### config.mk
export PLATFORM = sky130hd
export DESIGN_NAME = spi_target
export DESIGN_NICKNAME = d
export VERILOG_FILES = /design/src/rtl/spi_target_pkg.sv /design/src/rtl/spi_target_sync.sv /design/src/rtl/spi_target.sv
export SDC_FILE = /design/constraint.sdc
export NUM_CORES = 1
export LEC_CHECK = 0
export CAP_MARGIN = 5
export CORE_MARGIN = 4
export CORE_UTILIZATION = 30
export CTS_CLUSTER_SIZE = 10
export DETAILED_ROUTE_END_ITERATION = 6
export PLACE_DENSITY = 0.54
export SYNTH_ARGS = -nofsm -noshare
export SYNTH_HDL_FRONTEND = slang
export SYNTH_HIERARCHICAL = 1
export SYNTH_SLANG_ARGS = --single-unit
export TNS_END_PERCENT = 30
### constraint.sdc
create_clock -name pclk_i -period 1.9 [get_ports pclk_i]
set_clock_uncertainty 0.1 [all_clocks]
set_input_delay 0.38 -clock pclk_i [delete_from_list [all_inputs] [get_ports pclk_i]]
set_output_delay 0.38 -clock pclk_i [all_outputs]
set_load 0.05 [all_outputs]
### src/rtl/spi_target_pkg.sv
// Shared definitions for spi_target: register offsets, STAT/INT_STAT bit
// positions, SPI mode encoding and FSM states.
package spi_target_pkg;

    localparam logic [7:0] ADDR_CTRL     = 8'h00;
    localparam logic [7:0] ADDR_STAT     = 8'h04;
    localparam logic [7:0] ADDR_TXDATA   = 8'h08;
    localparam logic [7:0] ADDR_RXDATA   = 8'h0C;
    localparam logic [7:0] ADDR_INT_EN   = 8'h10;
    localparam logic [7:0] ADDR_INT_STAT = 8'h14;

    localparam int STAT_TX_VALID    = 0;
    localparam int STAT_RX_VALID    = 1;
    localparam int STAT_FRAME_ABORT = 2;
    localparam int STAT_TX_UDF      = 3;
    localparam int STAT_RX_OVF      = 4;

    localparam int INT_RX_VALID    = 0;
    localparam int INT_TX_CONSUMED = 1;
    localparam int INT_RX_OVF      = 2;
    localparam int INT_TX_UDF      = 3;
    localparam int INT_FRAME_ABORT = 4;

    // Encoded as {CPOL, CPHA}
    typedef enum logic [1:0] {
        MODE0 = 2'b00,
        MODE1 = 2'b01,
        MODE2 = 2'b10,
        MODE3 = 2'b11
    } spi_mode_e;

    typedef enum logic [1:0] {
        ST_IDLE,
        ST_LOAD,
        ST_SHIFT
    } state_e;

endpackage

### src/rtl/spi_target_sync.sv
// Synchronizers for the asynchronous SPI pins and edge detection on the
// synchronized SCK and CSN; everything runs on pclk_i.
module spi_target_sync #(
    parameter int SYNC_STAGES = 2
) (
    input  logic pclk_i,
    input  logic presetn_i,
    input  logic spi_clk_i,
    input  logic spi_csn_i,
    input  logic spi_mosi_i,
    output logic csn_s,
    output logic mosi_s,
    output logic sck_rise,
    output logic sck_fall,
    output logic csn_fall
);

    logic [SYNC_STAGES-1:0] sck_q;
    logic [SYNC_STAGES-1:0] csn_q;
    logic [SYNC_STAGES-1:0] mosi_q;
    logic                   sck_d;
    logic                   csn_d;

    // NOTE: clocked state uses non-blocking assignments so every flop samples
    // the pre-edge value of its neighbour; blocking here would collapse the chain.
    always_ff @(posedge pclk_i or negedge presetn_i) begin
        if (!presetn_i) begin
            sck_q  <= '0;
            csn_q  <= '1;
            mosi_q <= '0;
            sck_d  <= 1'b0;
            csn_d  <= 1'b1;
        end else begin
            sck_q  <= {sck_q[SYNC_STAGES-2:0], spi_clk_i};
            csn_q  <= {csn_q[SYNC_STAGES-2:0], spi_csn_i};
            mosi_q <= {mosi_q[SYNC_STAGES-2:0], spi_mosi_i};
            sck_d  <= sck_q[SYNC_STAGES-1];
            csn_d  <= csn_q[SYNC_STAGES-1];
        end
    end

    assign csn_s    = csn_q[SYNC_STAGES-1];
    assign mosi_s   = mosi_q[SYNC_STAGES-1];
    assign sck_rise = sck_q[SYNC_STAGES-1] & ~sck_d;
    assign sck_fall = ~sck_q[SYNC_STAGES-1] & sck_d;
    assign csn_fall = ~csn_q[SYNC_STAGES-1] & csn_d;

endmodule

### src/rtl/spi_target.sv
// APB-programmed SPI target with one-byte TX/RX holding registers.
// Optional interrupt logic is built when SPI_TARGET_IRQ_EN is defined.
module spi_target #(
    parameter int SYNC_STAGES = 2
) (
    input  logic        pclk_i,
    input  logic        presetn_i,
    input  logic        psel_i,
    input  logic        penable_i,
    input  logic        pwrite_i,
    input  logic [7:0]  paddr_i,
    input  logic [31:0] pwdata_i,
    output logic [31:0] prdata_o,
    output logic        pready_o,
    output logic        pslverr_o,
    input  logic        spi_clk_i,
    input  logic        spi_csn_i,
    input  logic        spi_mosi_i,
    output logic        spi_miso_o,
    output logic        spi_miso_oe_o,
    output logic        spi_irq_o
);
    import spi_target_pkg::*;

    logic       csn_s, mosi_s, sck_rise, sck_fall, csn_fall;
    logic       enable;
    spi_mode_e  mode;
    state_e     state;
    logic       tx_valid, rx_valid, tx_udf, rx_ovf, frame_abort;
    logic [7:0] tx_hold, rx_hold, tx_sr, rx_sr;
    logic [2:0] bit_cnt;
    logic       miso_q;
    logic [4:0] ev_q;
    logic [4:0] stat, int_en, int_stat;
    logic       addr_ok, wr_ok, rd_rx;
    logic       lead, trail, sample, shift, byte_done, reload;
    logic [7:0] load_byte, rx_byte;

    spi_target_sync #(.SYNC_STAGES(SYNC_STAGES)) u_sync (
        .pclk_i     (pclk_i),
        .presetn_i  (presetn_i),
        .spi_clk_i  (spi_clk_i),
        .spi_csn_i  (spi_csn_i),
        .spi_mosi_i (spi_mosi_i),
        .csn_s      (csn_s),
        .mosi_s     (mosi_s),
        .sck_rise   (sck_rise),
        .sck_fall   (sck_fall),
        .csn_fall   (csn_fall)
    );

    // NOTE: every always_comb output gets a default first so no path infers a latch.
    always_comb begin
        addr_ok = 1'b0;
        case (paddr_i)
            ADDR_CTRL, ADDR_STAT, ADDR_TXDATA,
            ADDR_RXDATA, ADDR_INT_EN, ADDR_INT_STAT: addr_ok = 1'b1;
            default: addr_ok = 1'b0;
        endcase
    end

    assign pready_o  = 1'b1;
    assign pslverr_o = psel_i & penable_i &
                       (~addr_ok | (pwrite_i & ((paddr_i == ADDR_STAT) || (paddr_i == ADDR_RXDATA))));
    assign wr_ok     = psel_i & penable_i & pwrite_i & ~pslverr_o;
    assign rd_rx     = psel_i & penable_i & ~pwrite_i & (paddr_i == ADDR_RXDATA);

    // Leading edge leaves the CPOL idle level; CPHA picks which edge samples.
    assign lead      = mode[1] ? sck_fall : sck_rise;
    assign trail     = mode[1] ? sck_rise : sck_fall;
    assign sample    = mode[0] ? trail : lead;
    assign shift     = mode[0] ? lead : trail;
    assign byte_done = enable && (state == ST_SHIFT) && !csn_s && sample && (bit_cnt == 3'd7);
    assign reload    = (enable && (state == ST_LOAD)) || byte_done;
    assign load_byte = tx_valid ? tx_hold : 8'hFF;
    assign rx_byte   = {rx_sr[6:0], mosi_s};

    always_ff @(posedge pclk_i or negedge presetn_i) begin
        if (!presetn_i) begin
            enable <= 1'b0;
            mode   <= MODE0;
        end else if (wr_ok && (paddr_i == ADDR_CTRL)) begin
            enable <= pwdata_i[0];
            mode   <= spi_mode_e'(pwdata_i[2:1]);
        end
    end

    always_ff @(posedge pclk_i or negedge presetn_i) begin
        if (!presetn_i) begin
            state       <= ST_IDLE;
            tx_valid    <= 1'b0;
            tx_hold     <= '0;
            rx_valid    <= 1'b0;
            rx_hold     <= '0;
            tx_sr       <= '0;
            rx_sr       <= '0;
            bit_cnt     <= '0;
            miso_q      <= 1'b0;
            tx_udf      <= 1'b0;
            rx_ovf      <= 1'b0;
            frame_abort <= 1'b0;
            ev_q        <= '0;
        end else begin
            ev_q <= '0;
            if (rd_rx) rx_valid <= 1'b0;
            if (!enable) begin
                state   <= ST_IDLE;
                miso_q  <= 1'b0;
                bit_cnt <= '0;
            end else begin
                case (state)
                    ST_IDLE: if (csn_fall) begin
                        // Error flags describe the most recent frame only.
                        state       <= ST_LOAD;
                        tx_udf      <= 1'b0;
                        rx_ovf      <= 1'b0;
                        frame_abort <= 1'b0;
                    end
                    ST_LOAD: begin
                        tx_sr   <= load_byte;
                        bit_cnt <= '0;
                        state   <= ST_SHIFT;
                        if (!mode[0]) miso_q <= load_byte[7];
                    end
                    ST_SHIFT: if (csn_s) begin
                        state   <= ST_IDLE;
                        miso_q  <= 1'b0;
                        bit_cnt <= '0;
                        if (bit_cnt != 3'd0) begin
                            frame_abort                <= 1'b1;
                            ev_q[INT_FRAME_ABORT]      <= 1'b1;
                        end
                    end else begin
                        if (sample) begin
                            rx_sr   <= rx_byte;
                            bit_cnt <= bit_cnt + 3'd1;
                        end
                        if (byte_done) begin
                            tx_sr <= load_byte;
                            if (rx_valid) begin
                                rx_ovf           <= 1'b1;
                                ev_q[INT_RX_OVF] <= 1'b1;
                            end else begin
                                rx_hold            <= rx_byte;
                                rx_valid           <= 1'b1;
                                ev_q[INT_RX_VALID] <= 1'b1;
                            end
                        end
                        if (shift) begin
                            // CPHA=0 shows the freshly reloaded MSB on the first trailing edge of a byte.
                            if (mode[0] || (bit_cnt == 3'd0)) begin
                                miso_q <= tx_sr[7];
                                if (mode[0]) tx_sr <= {tx_sr[6:0], 1'b0};
                            end else begin
                                miso_q <= tx_sr[6];
                                tx_sr  <= {tx_sr[6:0], 1'b0};
                            end
                        end
                    end
                    default: state <= ST_IDLE;
                endcase
            end
            if (reload) begin
                tx_valid <= 1'b0;
                if (tx_valid) begin
                    ev_q[INT_TX_CONSUMED] <= 1'b1;
                end else begin
                    tx_udf          <= 1'b1;
                    ev_q[INT_TX_UDF] <= 1'b1;
                end
            end
            if (wr_ok && (paddr_i == ADDR_TXDATA)) begin
                tx_hold  <= pwdata_i[7:0];
                tx_valid <= 1'b1;
            end
        end
    end

    assign spi_miso_o    = miso_q;
    assign spi_miso_oe_o = (state != ST_IDLE);

`ifdef SPI_TARGET_IRQ_EN
    logic [4:0] int_en_q, int_stat_q, w1c;
    logic       irq_q;

    assign w1c = (wr_ok && (paddr_i == ADDR_INT_STAT)) ? pwdata_i[4:0] : 5'b0;

    always_ff @(posedge pclk_i or negedge presetn_i) begin
        if (!presetn_i) begin
            int_en_q   <= '0;
            int_stat_q <= '0;
            irq_q      <= 1'b0;
        end else begin
            if (wr_ok && (paddr_i == ADDR_INT_EN)) int_en_q <= pwdata_i[4:0];
            int_stat_q <= (int_stat_q & ~w1c) | ev_q;
            irq_q      <= |(int_stat_q & int_en_q);
        end
    end

    assign int_en    = int_en_q;
    assign int_stat  = int_stat_q;
    assign spi_irq_o = irq_q;
`else
    logic unused_ev;
    assign unused_ev = ^ev_q;
    assign int_en    = '0;
    assign int_stat  = '0;
    assign spi_irq_o = 1'b0;
`endif

    always_comb begin
        stat                   = '0;
        stat[STAT_TX_VALID]    = tx_valid;
        stat[STAT_RX_VALID]    = rx_valid;
        stat[STAT_FRAME_ABORT] = frame_abort;
        stat[STAT_TX_UDF]      = tx_udf;
        stat[STAT_RX_OVF]      = rx_ovf;
    end

    always_comb begin
        prdata_o = '0;
        if (psel_i && !pwrite_i) begin
            case (paddr_i)
                ADDR_CTRL:     prdata_o = {29'b0, mode, enable};
                ADDR_STAT:     prdata_o = {27'b0, stat};
                ADDR_RXDATA:   prdata_o = {24'b0, rx_hold};
                ADDR_INT_EN:   prdata_o = {27'b0, int_en};
                ADDR_INT_STAT: prdata_o = {27'b0, int_stat};
                default:       prdata_o = '0;
            endcase
        end
    end

    logic unused_wdata;
    assign unused_wdata = ^pwdata_i[31:8];

endmodule
==> metrics, run 1 <==
outcome finished with violations; violated checks negative setup slack; CTS tree yes; starting density of the core a little over 30%; compound-cell area share of the yosys netlist 14.21%; Core Rows 35; drt drc 0; xor and xnor area share after synthesis less than 1%; initial antenna violation count 0; antenna-violating nets left 0; fraction of registers with async set/reset between 90% and 100%; Crit Path Category primary input to primary output; Logic pwr share 13.2%; Non-Filler Instances approximately 470; Clock transition at path regs about 100 ps; Net Sw Power about 620 uW; Post-synth EDFFs 0; die height approximately 110 um; Clock Tree Buf Depth 2; CP max-delay cell or4_4; Netlist cell types 63; vias in the first global route between 2k and 2.5k; fmax approximately 440 MHz; All-Layer GR Usage between 10% and 20%; Avg Synthesized Cell Area about 11 um2; routed len/inst 14.04 um; PortBufs 34; DP HPWL roughly 5.0 mm; Sw Share between 20 and 30%; CTS root buf clkbuf_8; final core occ 41.89%; routability cong. a little over 0.8; multiplexer area fraction after synthesis 13.17%; crit path DAT between 1500 and 2000 ps; Synth area leaders dfrtp_1 43%, mux2_2 9.7%, buf_4 7.3%; Flop pwr share a little over half; RSZ-0062 raised after global routing true; Worst Hold Class flip-flop to flip-flop; Placed Area between 0.003 and 0.004 mm2; Yosys top cell area share 43.33%; post-layout min period about 2300 ps; global route overflow 0; Seq cells post-synth 53; Required @ worst endpoint 1420 ps; internal power 1497 uW; routed vias around 2.1k; largest family of logic cells by synthesized area compound AO/OA/AOI/OAI gates; pre-CTS WS -839.3 ps; Post-Synthesis Cells ~270; die footprint ~0.011 mm2; crit-path max cell delay approximately 550 ps; Cell Chain, Critical Path buf_6 -> or4_4 -> or4_4 -> nor2_4 -> buf_12; Hold Vio Cnt, Final 0; first-pass iteration count of the detailed router 4; CTS Sinks 53; maxcap violations 0; total clock buffers created by CTS 5; initial DRC count 58; VDD IR max between 0.2 and 0.3 mV; Synth Area in Simple Gates around 14%; Layout Nets slightly below 400; main flop type after synthesis dfrtp_1; Leakage 0.001763 uW; Setup crit end kind primary output; Tcrit/Tclk final 120.5%; PwrDens roughly 540 mW/mm2; Synth area leader dfrtp_1; placed cells approximately 460; largest net degree at the start of global routing 54; final slew viol count 0; Adder-Cell Fraction of Synth Area around 1.3%; global-route wire length before repair ~11 mm; # diodes 0; setup slack after layout -389.4 ps; drt total wl 6.613 mm; area grow syn2layout 34.66%; fraction of layout cells with a size suffix above 1 approximately two fifths; CP Max Fanout 3; CP most frequent cell or4_4; die width 106.1 um; Vias per Instance about 4.5; synthesized cell area between 0.002 and 0.003 mm2; Worst Setup Start Kind primary input; register area share after synthesis a little under half; Clock Latency Late Sink about 310 ps; io pins 85; Core Region a little over 0.009 mm2; synth warn 6; fin area 0.003889 mm2; Clock power frac 32.5%; final setup fails 21; H-tree depth 2
## flip-flops by register name (all words and copies together) (netlist names), 2 cells and up
name           flops
mode               2
rx_sr              7
tx_hold            8
state              2
tx_sr              8
u_sync/csn_q       2
rx_hold            8
u_sync/mosi_q      2
u_sync/sck_q       2
bit_cnt            3
## logic make-up after synthesis
family,count (synthesis)
AOI/OAI and AO/OA,56
xor gates and xnor gates,1
adders and majority gates,3
buffers and inverters,49
DFF,53
muxes,34
other,2
and+or+nand+nor,70
## synth_stat cells (4+ instances only)
cell / count
o221ai_1: 4
buf_4: 28
nand3_1: 8
a21oi_1: 5
inv_1: 13
mux2_2: 25
clkbuf_1: 4
mux2i_1: 5
o21ai_0: 14
dfrtp_1: 50
nand2_1: 13
nor2b_1: 4
nand2b_1: 6
nor2_1: 14
and2_1: 7
## per-layer routing
layer | vias to the layer above | track usage, % | part of all wire (%)
met3 | 9 | 2.368 | 3.8
met1 | 1045 | 16.86 | 46
li1 | 1046 | - | -
met4 | 0 | 2.775 | 1.1
met5 | - | 0 | 0
met2 | 43 | 20.09 | 49
## layout make-up
class | instances | area [um2]
Clock inverter | 3 | 26.28
Inverter | 14 | 52.55
Clock buffer | 5 | 68.82
Fill cell | 915 | 5395
Timing Repair Buffer | 77 | 757.0
Tap cell | 129 | 161.4
Sequential cell | 53 | 1331
Multi-Input combinational cell | 190 | 1491
## metrics by stage
step                      hold WS, ps  total power [uW]  TNS [ps]
after floorplan                -15.59              1371     -2574
after global placement          233.3              1442    -14720
after detailed placement        237.1              1443    -15700
after CTS                       261.8              2144     -3220
after global routing            268.5              2213     -5025
final                           258.8              2113     -3033
## cells in the final DEF (no fill, tap or decap), types with 5 or more instances in the layout
cell type | Yosys | layout
inv_1 | 13 | 12
nand2b_1 | 6 | 5
buf_12 | 0 | 10
mux2i_1 | 5 | 5
mux2_2 | 25 | 25
clkdlybuf4s50_1 | 0 | 15
nand3_1 | 8 | 8
buf_4 | 28 | 41
clkbuf_8 | 0 | 5
o21ai_0 | 14 | 14
nor2_4 | 1 | 7
nor2_1 | 14 | 9
and2_4 | 1 | 5
nand2_1 | 13 | 11
a21oi_1 | 5 | 5
conb_1 | 2 | 26
dfrtp_1 | 50 | 49
## power groups by stage
stage / clock network [uW] / registers [uW] / logic [uW]
after floorplan: 0 / 1170 / 202
after global placement: 0 / 1170 / 271
after detailed placement: 0 / 1170 / 272
after CTS: 717 / 1150 / 277
after global routing: 764 / 1150 / 298
final: 686 / 1150 / 278
## worst paths after layout
check / startpoint / cells after the start / slack [ps] / end
max reg2reg: u_sync/sck_q[1]$_DFF_PN0_ / 7 / -80 / tx_sr[4]$_DFFE_PN0P_
min in group asynchronous: presetn_i / 3 / 470 / tx_hold[7]$_DFFE_PN0P_
min: u_sync/sck_q[0]$_DFF_PN0_ / 0 / 260 / u_sync/sck_q[1]$_DFF_PN0_
min reg2reg: u_sync/sck_q[0]$_DFF_PN0_ / 0 / 260 / u_sync/sck_q[1]$_DFF_PN0_
max in group asynchronous: presetn_i / 3 / 920 / u_sync/csn_q[1]$_DFF_PN1_
max: paddr_i[0] / 5 / -390 / prdata_o[2]
## worst max-delay path, delay by kind of cell
family / cells / cell delay [ps]
buffers and inverters: 2 / 230
AND/OR/NAND/NOR: 3 / 1200
## what timing repair did
action | CTS | global route
buffers inserted | 0 | 0
endpoints found under the setup margin | 45 | 27
hold buffers | 1 | 0
gates resized for setup | 31 | 10
hold endpoints to repair | 50 | 0
pin swaps | 9 | 0
Note: power is estimated with default switching activity, not from simulation.
==> run 2: changes to the inputs <==
Settings changed: CORE_MARGIN 4 to 2.
==> metrics, run 2 (synthesized netlist as in run 1, its figures left out) <==
fraction of layout cells with a size suffix above 1 a little under two fifths; final slew viol count 0; maxcap violations 0; Net Sw Power roughly 610 uW; Clock power frac between 30% and 40%; outcome finished with violations; RSZ-0062 raised after global routing true; Crit Path Category primary input to primary output; starting density of the core between 30% and 40%; placed cells between 400 and 500; Reg area 0.001333 mm2; fin area 0.003854 mm2; drt drc 0; hold path cells 0; die width slightly above 100 um; routed vias between 2k and 2.5k; final setup fails 15; Largest regs rx_hold: 8 flops, tx_hold: 8 flops, tx_sr: 8 flops; pre-CTS WS -866.2 ps; global-route wire length before repair between 10 and 15 mm; initial DRC count 76; Placed Area between 0.003 and 0.004 mm2; Tcrit/Tclk final 120.8%; DP HPWL roughly 5 mm; routability cong. between 0.8 and 0.9; setup slack after layout -394.5 ps; Clock Latency Late Sink around 330 ps; Leakage ~0.0018 uW; Vias per Instance roughly 4.6; first-pass iteration count of the detailed router 4; Core Region 0.009284 mm2; CTS tree yes; Setup crit end kind primary output; Layout Nets about 400; post-CTS setup buffers 0; Filler Cells Inserted ~910; CTS root buf clkbuf_8; # diodes 0; drt total wl between 6 and 7 mm; Logic pwr share between 10% and 20%; die height between 100 and 150 um; All-Layer GR Usage 13.43%; vias in the first global route 2102; largest net degree at the start of global routing 54; PortBufs 34; Hold Vio Cnt, Final 0; initial antenna violation count 0; Crit Reg-Reg Endpoint tx_sr[4]$_DFFE_PN0P_; Flop pwr share between 50% and 60%; Worst Setup Start Kind primary input; PnR Total Power ~2100 uW; Required @ worst endpoint around 1400 ps; antenna-violating nets left 0; internal power 1530 uW; Non-Filler Instances 470; Clock transition at path regs about 100 ps; die footprint 0.01043 mm2; Reg-to-Reg Start u_sync/sck_q[1]$_DFF_PN0_; Critical Path Start paddr_i[0]; Sw Share 28.36%; Core Rows 35; routed len/inst around 14 um; PwrDens around 550 mW/mm2; commonest non-fill, non-tap cells in the layout 48 x dfrtp_1, 41 x buf_4, 26 x conb_1, 25 x mux2_2, 15 x clkdlybuf4s50_1; Worst Hold Class flip-flop to flip-flop; io pins between 80 and 90; post-layout min period about 2300 ps; crit path DAT 1810 ps; H-tree depth 2; hold_ws approximately 260 ps; most common cell after layout, fill and taps aside dfrtp_1; global route overflow 0; cell depth of the worst flop-to-flop path 7; CP Max Fanout 3; violated checks negative setup slack; Hold Path End u_sync/sck_q[1]$_DFF_PN0_; FF-to-FF setup slack -130 ps; Clock Tree Buf Depth 2; hold path startpoint u_sync/sck_q[0]$_DFF_PN0_; CTS Sinks 53; fmax about 440 MHz; total clock buffers created by CTS 5; Multi-input gate area ~0.0015 mm2; area grow syn2layout 33.45%; VDD IR max around 0.31 mV
[run 2: per-stage QoR]
| step | utilization [%] | TNS [ps] |
|---|---|---|
| final | 41.51 | -3371 |
| after global routing | 41.51 | -5332 |
| after CTS | 41.35 | -3612 |
| after detailed placement | 39.56 | -15660 |
| after global placement | 39.56 | -14680 |
| after floorplan | - | -2574 |
[run 2: power groups by stage]
stage	registers (uW)	clock network (uW)	logic, uW
after global routing	1150	783	297
after CTS	1150	736	276
after floorplan	1170	0	202
final	1150	711	276
after detailed placement	1170	0	270
after global placement	1170	0	269
[run 2: worst max path at each step]
stage | end | slack, ps | depth (start not counted)
floorplan | prdata_o[0] | -340 | 3
global placement | prdata_o[5] | -840 | 6
detailed placement | prdata_o[5] | -870 | 6
CTS | prdata_o[2] | -390 | 5
global route | prdata_o[2] | -420 | 5
finish | prdata_o[2] | -390 | 5
[run 2: layout make-up]
class | instances | area share (%)
clock inverter | 2 | 0.4545
tap | 129 | 4.188
clock buffer | 6 | 2.143
multi-input combinational | 190 | 37.92
timing repair buffer | 76 | 19.35
inverter | 14 | 1.364
sequential | 53 | 34.58
[run 2: critical path, cell delays in order]
cell	delay, ps
buf_6	90
or4_4	550
or4_4	500
nor2_4	160
buf_12	140
[run 2: timing repair]
| action | 4_1_cts | 5_1_grt |
|---|---|---|
| hold buffers | 1 | 0 |
| endpoints found under the hold margin | 50 | 0 |
| resized for setup | 29 | 6 |
| pin swaps | 10 | 1 |
| setup endpoints to repair | 45 | 33 |
[run 2: metal layers]
metal	global-route usage (%)	routed length, um
met5	0	0
met1	18.36	3082
met3	4.651	243
met4	2.256	43
met2	21.05	3186
==> run 3: changes to the inputs <==
Settings changed: SKIP_CTS_REPAIR_TIMING set to 1.
==> metrics, run 3 (synthesized netlist as in run 1, its figures left out) <==
All-Layer GR Usage 13.22%; fmax between 400 and 500 MHz; fin area 0.003990 mm2; CTS Sinks 53; DP HPWL between 4 and 5 mm; Clock power frac between 30% and 40%; PwrDens between 500 and 600 mW/mm2; final setup fails 19; crit path DAT around 1800 ps; first-pass iteration count of the detailed router 4; final slew viol count 0; final core occ roughly 43%; outcome finished with violations; Flop pwr share 53.7%; Vias per Instance 4.599; Logic pwr share between 10% and 20%; Largest regs rx_hold: 8 flops, tx_hold: 8 flops, tx_sr: 8 flops; global-route wire length before repair 10.60 mm; Crit Path Category primary input to primary output; drt total wl roughly 6.7 mm; routed len/inst between 10 and 15 um; Tcrit/Tclk final 120.3%; Core Region about 0.0093 mm2; area grow syn2layout 38.17%; Multi-input gate area about 0.0016 mm2; CTS root buf clkbuf_8; fraction of layout cells with a size suffix above 1 around two fifths; internal power ~1500 uW; post-layout min period between 2000 and 2500 ps; Leakage 0.001815 uW; Clock transition at path regs about 100 ps; Sw Share between 20 and 30%; drt drc 0; vias in the first global route around 2.1k; Required @ worst endpoint 1420 ps; global route overflow 0; initial antenna violation count 0; Layout Nets between 300 and 400; Net Sw Power between 600 and 700 uW; routed vias ~2.2k; violated checks negative setup slack; initial DRC count 70; total clock buffers created by CTS 5; H-tree depth 2; Clock Latency Late Sink 320 ps; Setup crit end kind primary output; pre-CTS WS -866.2 ps; PortBufs 34; Filler Cells Inserted 900; io pins 85; antenna-violating nets left 0; routability cong. between 0.8 and 0.9; VDD IR max 0.3096 mV; Non-Filler Instances ~470; largest net degree at the start of global routing between 50 and 60; CTS tree yes; die width 102.1 um; placed cells 461; Worst Hold Class flip-flop to flip-flop; die height between 100 and 150 um; PnR Total Power roughly 2100 uW; maxcap violations 0; die footprint roughly 0.010 mm2; commonest non-fill, non-tap cells in the layout 48 x dfrtp_1, 40 x buf_4, 26 x conb_1, 25 x mux2_2, 15 x clkdlybuf4s50_1; most common cell after layout, fill and taps aside dfrtp_1; Clock Tree Buf Depth 2; Core Rows 35; Placed Area ~0.0037 mm2; starting density of the core around 31%; CP Max Fanout 3; Worst Setup Start Kind primary input; # diodes 0; Reg area approximately 0.0013 mm2; RSZ-0062 raised after global routing true; setup slack after layout -386.5 ps; Hold Vio Cnt, Final 0
-- run 3: cell count changes in the layout (fill, tap and decap cells not counted), moves of 2 or more --
| cell | change |
|---|---|
| clkbuf_2 | +2 |
| o221ai_1 | -3 |
| buf_2 | -2 |
| dlymetal6s2s_1 | +4 |
| inv_2 | +2 |
| o221ai_2 | +2 |
| inv_1 | -2 |
| dlygate4sd2_1 | -2 |
-- run 3: critical path, stage by stage --
cell and delay, ps:
clkbuf_2 80, or4_4 550, or4_4 490, nor2_4 160, buf_12 140
-- run 3: final cells by class --
| type | count | share of cell area [%] |
|---|---|---|
| clock inverter | 2 | 0.4390 |
| timing repair buffer | 77 | 19.35 |
| multi-input combinational | 190 | 39.39 |
| clock buffer | 6 | 2.070 |
| sequential | 53 | 33.40 |
| tap | 129 | 4.045 |
| inverter | 14 | 1.317 |
-- run 3: metrics by stage --
step	setup TNS (ps)	hold WS [ps]
5_1_grt	-4891	267.3
6_report	-3075	260.6
3_5_place_dp	-15660	238.5
2_1_floorplan	-2574	-15.59
3_3_place_gp	-14680	233.5
4_1_cts	-11810	-58.58
-- run 3: final timing paths --
path / startpoint / end / slack (ps) / depth (start not counted)
max: paddr_i[0] / prdata_o[2] / -390 / 5
min: u_sync/sck_q[0]$_DFF_PN0_ / u_sync/sck_q[1]$_DFF_PN0_ / 260 / 0
min in group asynchronous: presetn_i / tx_hold[7]$_DFFE_PN0P_ / 460 / 3
min reg2reg: u_sync/sck_q[0]$_DFF_PN0_ / u_sync/sck_q[1]$_DFF_PN0_ / 260 / 0
max reg2reg: u_sync/sck_q[1]$_DFF_PN0_ / tx_sr[4]$_DFFE_PN0P_ / -110 / 7
max in group asynchronous: presetn_i / u_sync/csn_q[0]$_DFF_PN1_ / 910 / 3
-- run 3: routing by layer --
| layer | track usage (%) | vias to the layer above | routed length [um] |
|---|---|---|---|
| li1 | - | 1048 | - |
| met1 | 18.10 | 1058 | 3078 |
| met2 | 20.45 | 52 | 3345 |
| met3 | 4.651 | 8 | 250 |
| met4 | 2.564 | 0 | 52 |
| met5 | 0 | - | 0 |
-- run 3: power groups by stage --
| stage | combinational (uW) | clock (uW) | sequential [uW] |
|---|---|---|---|
| 2_1_floorplan | 202 | 0 | 1170 |
| 6_report | 282 | 710 | 1150 |
| 4_1_cts | 270 | 736 | 1150 |
| 5_1_grt | 303 | 783 | 1150 |
| 3_3_place_gp | 269 | 0 | 1170 |
| 3_5_place_dp | 270 | 0 | 1170 |
